## src/rtl/uart_tx_serializer_if.sv

```systemverilog
// rtl/uart_tx_serializer_if.sv - fifo read port and UART line bundle for the TX serializer
interface uart_tx_serializer_if #(
    parameter int DATA_WIDTH = 8
);
    logic                  tx_en;
    logic [DATA_WIDTH-1:0] fifo_data;
    logic                  fifo_empty;
    logic                  fifo_rd_en;
    logic                  tx;
    logic                  busy;
    logic                  tx_done;

    modport master (
        output tx_en, fifo_data, fifo_empty,
        input  fifo_rd_en, tx, busy, tx_done
    );

    modport slave (
        input  tx_en, fifo_data, fifo_empty,
        output fifo_rd_en, tx, busy, tx_done
    );
endinterface

```

## src/rtl/uart_tx_serializer.sv

```systemverilog
// rtl/uart_tx_serializer.sv - pops bytes from a show-ahead fifo and shifts them out as UART frames
module uart_tx_serializer #(
    parameter int DATA_WIDTH   = 8,
    parameter int CLKS_PER_BIT = 868,
    parameter int PARITY_EN    = 0,
    parameter int PARITY_ODD   = 0,
    parameter int STOP_BITS    = 1
) (
    input  logic                  clk,
    input  logic                  rst,
    uart_tx_serializer_if.slave   bus
);
    localparam int CW = $clog2(CLKS_PER_BIT);
    localparam int IW = (DATA_WIDTH > 1) ? $clog2(DATA_WIDTH) : 1;

    typedef enum logic [2:0] {IDLE, START, DATA, PARITY, STOP} state_t;

    state_t                state_q;
    logic [CW-1:0]         baud_q;
    logic [CW-1:0]         baud_d;
    logic [IW-1:0]         bit_q;
    logic                  stop_q;
    logic [DATA_WIDTH-1:0] shift_q;
    logic [DATA_WIDTH-1:0] shift_d;
    logic                  par_q;
    logic                  tx_q;
    logic                  busy_q;
    logic                  done_q;
    logic                  done_d;
    logic                  pop;
    logic                  bit_end;
    logic                  last_stop;

    // Gated by rst so no pop can be requested while the block is held in reset.
    assign pop       = (state_q == IDLE) & bus.tx_en & ~bus.fifo_empty & ~rst;
    assign bit_end   = (baud_q == CW'(CLKS_PER_BIT - 1));
    assign baud_d    = bit_end ? '0 : baud_q + 1'b1;
    assign shift_d   = shift_q >> 1;
    assign last_stop = (STOP_BITS == 1) | stop_q;
    // Registered one cycle early so the pulse lines up with the final stop-bit clock.
    assign done_d    = (state_q == STOP) & last_stop & (baud_q == CW'(CLKS_PER_BIT - 2));

    always_ff @(posedge clk or posedge rst) begin
        if (rst) begin
            state_q <= IDLE;
            baud_q  <= '0;
            bit_q   <= '0;
            stop_q  <= 1'b0;
            shift_q <= '0;
            par_q   <= 1'b0;
            tx_q    <= 1'b1;
            busy_q  <= 1'b0;
            done_q  <= 1'b0;
        end else begin
            done_q <= done_d;
            case (state_q)
                IDLE: begin
                    baud_q <= '0;
                    tx_q   <= 1'b1;
                    busy_q <= 1'b0;
                    if (pop) begin
                        shift_q <= bus.fifo_data;
                        par_q   <= (PARITY_ODD != 0) ? ~^bus.fifo_data : ^bus.fifo_data;
                        bit_q   <= '0;
                        stop_q  <= 1'b0;
                        tx_q    <= 1'b0;
                        busy_q  <= 1'b1;
                        state_q <= START;
                    end
                end
                START: begin
                    baud_q <= baud_d;
                    if (bit_end) begin
                        tx_q    <= shift_q[0];
                        state_q <= DATA;
                    end
                end
                DATA: begin
                    baud_q <= baud_d;
                    if (bit_end) begin
                        if (bit_q == IW'(DATA_WIDTH - 1)) begin
                            if (PARITY_EN != 0) begin
                                tx_q    <= par_q;
                                state_q <= PARITY;
                            end else begin
                                tx_q    <= 1'b1;
                                state_q <= STOP;
                            end
                        end else begin
                            bit_q   <= bit_q + 1'b1;
                            shift_q <= shift_d;
                            tx_q    <= shift_d[0];
                        end
                    end
                end
                PARITY: begin
                    baud_q <= baud_d;
                    if (bit_end) begin
                        tx_q    <= 1'b1;
                        state_q <= STOP;
                    end
                end
                STOP: begin
                    baud_q <= baud_d;
                    if (bit_end) begin
                        if (last_stop) begin
                            busy_q  <= 1'b0;
                            state_q <= IDLE;
                        end else begin
                            stop_q <= 1'b1;
                        end
                    end
                end
                default: state_q <= IDLE;
            endcase
        end
    end

    assign bus.fifo_rd_en = pop;
    assign bus.tx         = tx_q;
    assign bus.busy       = busy_q;
    assign bus.tx_done    = done_q;
endmodule

```

## src/flat_wrapper.sv

```systemverilog
// flat-port wrapper written by rule: the top's interface ports become plain ports
module uart_tx_serializer_flat 
#(
    parameter int DATA_WIDTH   = 8,
    parameter int CLKS_PER_BIT = 868,
    parameter int PARITY_EN    = 0,
    parameter int PARITY_ODD   = 0,
    parameter int STOP_BITS    = 1
)
  (clk, rst, bus_tx_en, bus_fifo_data, bus_fifo_empty, bus_fifo_rd_en, bus_tx, bus_busy, bus_tx_done);
  uart_tx_serializer_if #(.DATA_WIDTH(DATA_WIDTH)) bus_i ();
  input  logic clk;
  input  logic rst;
  input wire logic [$bits(bus_i.tx_en)-1:0] bus_tx_en;
  input wire logic [$bits(bus_i.fifo_data)-1:0] bus_fifo_data;
  input wire logic [$bits(bus_i.fifo_empty)-1:0] bus_fifo_empty;
  output wire logic [$bits(bus_i.fifo_rd_en)-1:0] bus_fifo_rd_en;
  output wire logic [$bits(bus_i.tx)-1:0] bus_tx;
  output wire logic [$bits(bus_i.busy)-1:0] bus_busy;
  output wire logic [$bits(bus_i.tx_done)-1:0] bus_tx_done;
  assign bus_i.tx_en = bus_tx_en;
  assign bus_i.fifo_data = bus_fifo_data;
  assign bus_i.fifo_empty = bus_fifo_empty;
  assign bus_fifo_rd_en = bus_i.fifo_rd_en;
  assign bus_tx = bus_i.tx;
  assign bus_busy = bus_i.busy;
  assign bus_tx_done = bus_i.tx_done;
  uart_tx_serializer #(.DATA_WIDTH(DATA_WIDTH), .CLKS_PER_BIT(CLKS_PER_BIT), .PARITY_EN(PARITY_EN), .PARITY_ODD(PARITY_ODD), .STOP_BITS(STOP_BITS)) u_core (.clk(clk), .rst(rst), .bus(bus_i));
endmodule
```

## config.mk

```make
export PLATFORM = sky130hd
export DESIGN_NAME = uart_tx_serializer_flat
export DESIGN_NICKNAME = d
export VERILOG_FILES = /design/src/rtl/uart_tx_serializer_if.sv /design/src/rtl/uart_tx_serializer.sv /design/src/flat_wrapper.sv
export SDC_FILE = /design/constraint.sdc
export NUM_CORES = 1
export LEC_CHECK = 0
export BUFFER_PORTS_ARGS = -buffer_cell sky130_fd_sc_hd__buf_4
export CAP_MARGIN = 10
export CORE_MARGIN = 1
export CORE_UTILIZATION = 35
export DETAILED_ROUTE_END_ITERATION = 7
export PLACE_DENSITY_LB_ADDON = 0.2
export SLEW_MARGIN = 20
export SYNTH_ARGS = -nofsm -noshare
export SYNTH_HDL_FRONTEND = slang
export SYNTH_SLANG_ARGS = --single-unit
```

## constraint.sdc

```tcl
create_clock -name clk -period 2.4 [get_ports clk]
set_clock_uncertainty 0.15 [all_clocks]
set_input_delay 0.12 -clock clk [delete_from_list [all_inputs] [get_ports clk]]
set_output_delay 0.12 -clock clk [all_outputs]
set_load 0.005 [all_outputs]
```

==> After elaboration in Yosys (flattened, before gate mapping) <==
Index checks and enable logic that the tools add are counted.
{ "totals": {"regBits": 27, "out_inout_bits": 4, "word_cells": 65} }
{ "classes": {"add_sub_neg": 2, "n_eq_ne": 14, "n_mux": 26, "n_bitwise": 6, "reduce_logical": 10} }
{ "ops": {"columns": ["op", "count"], "rows": [
  ["$mux 3", 9],
  ["$mux 8", 3],
  ["$eq 10x10->1 const B", 2],
  ["$pmux 10 s2", 1],
  ["$pmux 8 s2", 1],
  ["$pmux 3 s5", 1],
  ["$add 10x1->10 const B", 1],
  ["$mux 10", 1],
  ["$ne 2x1->1 const B", 5],
  ["$reduce_and 4->1", 2],
  ["$mux 1", 7],
  ["$eq 3x2->1 const B", 2],
  ["$eq 3x3->1 const B", 2],
  ["$pmux 3 s2", 1],
  ["$reduce_and 6->1", 1],
  ["$reduce_bool 2->1", 3],
  ["$and 1x1->1", 4],
  ["$ne 2x2->1 const B", 2],
  ["$pmux 1 s4", 1],
  ["$reduce_bool 4->1", 1],
  ["$reduce_or 4->1", 1],
  ["$add 3x1->3 const B", 1],
  ["$eq 3x1->1 const B", 1],
  ["$logic_not 3->1", 1],
  ["other kinds (3)", 4]
]} }

==> Depth between registers and ports, before layout <==
{ "logic_depth": {"word_depth": 6, "mapped_depth": 7, "mapped_depth_nobuf": 5} }

==> Least setup slack after synthesis <==
OpenSTA, ideal clock, no wires.
{ "synth_timing": {"path_kind": "flip-flop to flip-flop", "startpoint": "register u_core.baud_q[2]", "endpoint": "register u_core.bit_q[0]", "setup_ns": 0.125, "arrival_ns": 1.644, "slack_ns": 0.481, "path_stages_with_launch": 6, "path_cell_list": "dfrtp_1 -> nor4_4 -> nand3_4 -> a22oi_4 -> buf_12 -> mux2_4"} }
{ "synth_between": {"elab_chain_cells": 3} }
{ "synth_lines": {"columns": ["element", "line_no", "source"], "rows": [
  ["from (decl)", "uart_tx_serializer.sv:19", "logic [CW-1:0] baud_q;"],
  ["from (signal assigned)", "uart_tx_serializer.sv:72", "baud_q <= baud_d;"],
  ["from (signal assigned)", "uart_tx_serializer.sv:79", "baud_q <= baud_d;"],
  ["from (signal assigned)", "uart_tx_serializer.sv:97", "baud_q <= baud_d;"],
  ["$eq 10x10->1", "uart_tx_serializer.sv:36", "assign bit_end = (baud_q == CW'(CLKS_PER_BIT - 1));"],
  ["$ne 2x1->1 (no line)", null, null],
  ["$reduce_and 4->1 (no line)", null, null],
  ["to (signal assigned)", "uart_tx_serializer.sv:90", "bit_q <= bit_q + 1'b1;"],
  ["to (decl)", "uart_tx_serializer.sv:21", "logic [IW-1:0] bit_q;"]
]} }
Every way passes these cells.
A chain may end at the register's enable or synchronous reset.

==> Final worst setup path <==
{ "layout_timing": {"startpoint": "register u_core.baud_q[4]", "endpoint": "register u_core.shift_q[2]"} }
{ "layout_between": {"elab_chain_cells": 3} }
{ "layout_lines": {"columns": ["element", "line_no", "source"], "rows": [
  ["$eq 10x10->1", "uart_tx_serializer.sv:36", null],
  ["$ne 2x1->1 (no line)", null, null],
  ["$reduce_and 4->1 (no line)", null, null],
  ["to (signal assigned)", "uart_tx_serializer.sv:62", "shift_q <= bus.fifo_data;"],
  ["to (signal assigned)", "uart_tx_serializer.sv:91", "shift_q <= shift_d;"],
  ["to (decl)", "uart_tx_serializer.sv:23", "logic [DATA_WIDTH-1:0] shift_q;"]
]} }
Every way passes these cells.

==> results.yml <==
clocking:
  post_cts_buffers: 0
  cts_resized: 0
  numCtsBuffers: 3
  clock_sinks: 27
  cts_tree: "yes"
  root_buffer: "clkbuf_8"
  clockBufferDepth: 2
  postCtsHoldBufs: 2
  clkTransAtPathRegs_ns: 0.10
  cts_max_level: 1
  insertion_delay_ns: 0.28
route:
  drtIter0Drc: 53
  firstDrtPassIters: 4
  ant_nets: 0
  drt_wl_total_um: 3024
  vias_per_cell: 5.299
  drc_errors: 0
  wl_per_cell_um: 14.13
  via_count: 1134
power:
  powerDensity_mw_per_mm2: 422.7
  worst_ir_drop_vdd_uv: 230.0
  leakage_nw: 0.8438
grt:
  grt_use_total_pct: 14.76
  grt_pass1_wl_um: 5057
  grt_max_degree: 28
  antenna_found_initial: 0
  grt_pass1_vias: 1164
  grt_overflow: 0
placement:
  port-buffer-count: 15
  post-place-ws_ns: 0.3551
  dp_hpwl_um: 2147
  post_dp_cell_area_mm2: 0.001718
  gp_congestion: 0.8081
worst_setup_path:
  r2r_start: "u_core.baud_q[4]$_DFFE_PP0P_"
  worst-path-max-fanout: 11
  reg2reg_slack_ns: 0.34
  worst_setup_path_start_kind: "flip-flop"
  critPathCaptureType: "flip-flop"
  critPathKind: "flip-flop to flip-flop"
  reg2regPathDepth: 5
  rr_endpoint: "u_core.shift_q[2]$_DFFE_PP0P_"
  arrival_ns: 2.07
  required_ns: 2.42
sta:
  fin_crit_ns: 2.056
  fin_tns_setup_ns: 0
  worst_pin_slew_ns: 0.5321
  slew_headroom_pct: 64.15
  rsz0062_at_grt: "false"
  hold_slack_ns: 0.05249
  setup_slack_ns: 0.3443
  drv_slew: 0
  fmax_mhz: 486.4
  fin_crit_sh_pct: 85.65
  setup_viol: 0
  hold_viol: 0
logic_synthesis:
  synth-seq-cells: 27
  synthFlopType: "dfrtp_1"
  synth_edf_count: 0
  ys_async_sr_fraction_pct: 100.0
  synth_nets: 160
  synthCells: 144
  syn_area_per_cell_um2: 10.71
  synth_cell_types: 38
  ys_seq_area_share_pct: 43.88
  yosysWarnings: 0
  syn_area_mm2: 0.001543
final_layout:
  num-fill-cells: 410
  final_common_cell: "dfrtp_1"
  stdcell_area_mm2: 0.001784
  final_nets: 181
  mostFrequentLayoutCells: "dfrtp_1, buf_4, nand2_1"
  postLayoutCoreUtil_pct: 43.36
  syn2layout_area_growth_pct: 15.65
  diodes: 0
  drive_gt1_share_pct: 29.88
worst_hold_path:
  worstHoldPathCells: 3
  hold_start: "bus_fifo_data[0]"
  worst_hold_path_type: "input pin to flip-flop"
  min_to: "u_core.shift_q[0]$_DFFE_PP0P_"
floorplan:
  die_x_um: 68.39
  die_h_um: 68.39
  ios: 16
  die_area_mm2: 0.004677
  initial_utilization_pct: 37.49
  coreArea_mm2: 0.004115
  row_count: 23
status:
  status: "complete, no violations"
flow_run:
  cap_violations: 0
==> how the worst max path moves through the flow <==
stage / slack, ns / depth (start not counted) / from / end
3_5_place_dp: 0.36 / 5 / u_core.baud_q[4]$_DFFE_PP0P_ / u_core.shift_q[2]$_DFFE_PP0P_
5_1_grt: 0.23 / 5 / u_core.baud_q[4]$_DFFE_PP0P_ / u_core.shift_q[2]$_DFFE_PP0P_
6_report: 0.34 / 5 / u_core.baud_q[4]$_DFFE_PP0P_ / u_core.shift_q[2]$_DFFE_PP0P_
3_3_place_gp: 0.39 / 6 / u_core.bit_q[0]$_DFFE_PP0P_ / u_core.shift_q[2]$_DFFE_PP0P_
2_1_floorplan: 0.48 / 5 / u_core.baud_q[2]$_DFFE_PP0P_ / u_core.bit_q[0]$_DFFE_PP0P_
4_1_cts: 0.34 / 5 / u_core.baud_q[4]$_DFFE_PP0P_ / u_core.shift_q[2]$_DFFE_PP0P_
==> worst max-delay path, cell delays in order (launching register included) <==
cell	delay [ns]
dfrtp_1	0.51
nor4_4	0.40
nand3_4	0.15
a22oi_4	0.23
buf_12	0.17
mux2_2	0.33
==> per-stage QoR <==
stage | power, mW | cells
2_1_floorplan | 0.4766 | 144
3_3_place_gp | 0.4940 | 208
3_5_place_dp | 0.4951 | 208
4_1_cts | 0.7694 | 214
5_1_grt | 0.7861 | 214
6_report | 0.7543 | 214
==> area by class of cell <==
class	instances	area [µm²]	area share, %
clock buffer	3	41.29	2.314
clock inverter	1	5.005	0.2805
inverter	7	26.28	1.473
multi-input combinational	103	782.0	43.83
sequential	27	676.9	37.94
tap	50	62.56	3.506
timing repair buffer	23	190.2	10.66
==> flip-flops by register name, summed over array words and instances, names as in the netlist <==
| name | cells |
|---|---|
| u_core.baud_q | 10 |
| u_core.shift_q | 8 |
| u_core.bit_q | 3 |
| u_core.state_q | 3 |
| u_core.bus.busy | 1 |
| u_core.bus.tx | 1 |
| u_core.bus.tx_done | 1 |
==> cell families after synthesis <==
| family | Yosys count | synth area share, % |
|---|---|---|
| AND/OR/NAND/NOR | 49 | 17.28 |
| AO/OA/AOI/OAI | 29 | 13.14 |
| flip-flops | 27 | 43.88 |
| multiplexers | 19 | 15.90 |
| buffers and inverters | 14 | 5.434 |
| adder cells (fa/ha/maj) | 4 | 3.244 |
| XOR/XNOR | 2 | 1.136 |
==> Yosys cell counts (2+ instances only) <==
master	number	area [µm²]
dfrtp_1	26	650.6
nand2_1	19	71.32
o21ai_0	11	55.05
nor2_1	10	37.54
mux2_4	9	135.1
mux2_2	8	90.09
inv_1	7	26.28
a31oi_1	5	31.28
nand3_1	5	25.02
ha_1	4	50.05
a21oi_1	3	15.01
and3_1	3	18.77
buf_2	3	15.01
a21boi_0	2	15.01
and4_1	2	17.52
mux2i_1	2	20.02
nand4_1	2	12.51
o41ai_1	2	17.52
xor2_1	2	17.52
==> where the power goes <==
group | total [mW] | switching, mW | leakage, nW | internal [mW]
Sequential | 0.455 | 0 | 0.349 | 0.455
Combinational | 0.0332 | 0.0140 | 0.469 | 0.0192
Clock | 0.266 | 0.150 | 0.0255 | 0.117
Total | 0.754 | 0.164 | 0.844 | 0.590
==> layer usage <==
layer  global-route usage [%]  vias to the layer above  part of all wire [%]
li1                         -                      555                     -
met1                    17.88                      560                    46
met2                    25.74                       17                    50
met3                    3.500                        2                   3.4
met4                    4.167                        0                  0.46
met5                        0                        -                     0
No activity file was read; power rests on OpenSTA's default activity.
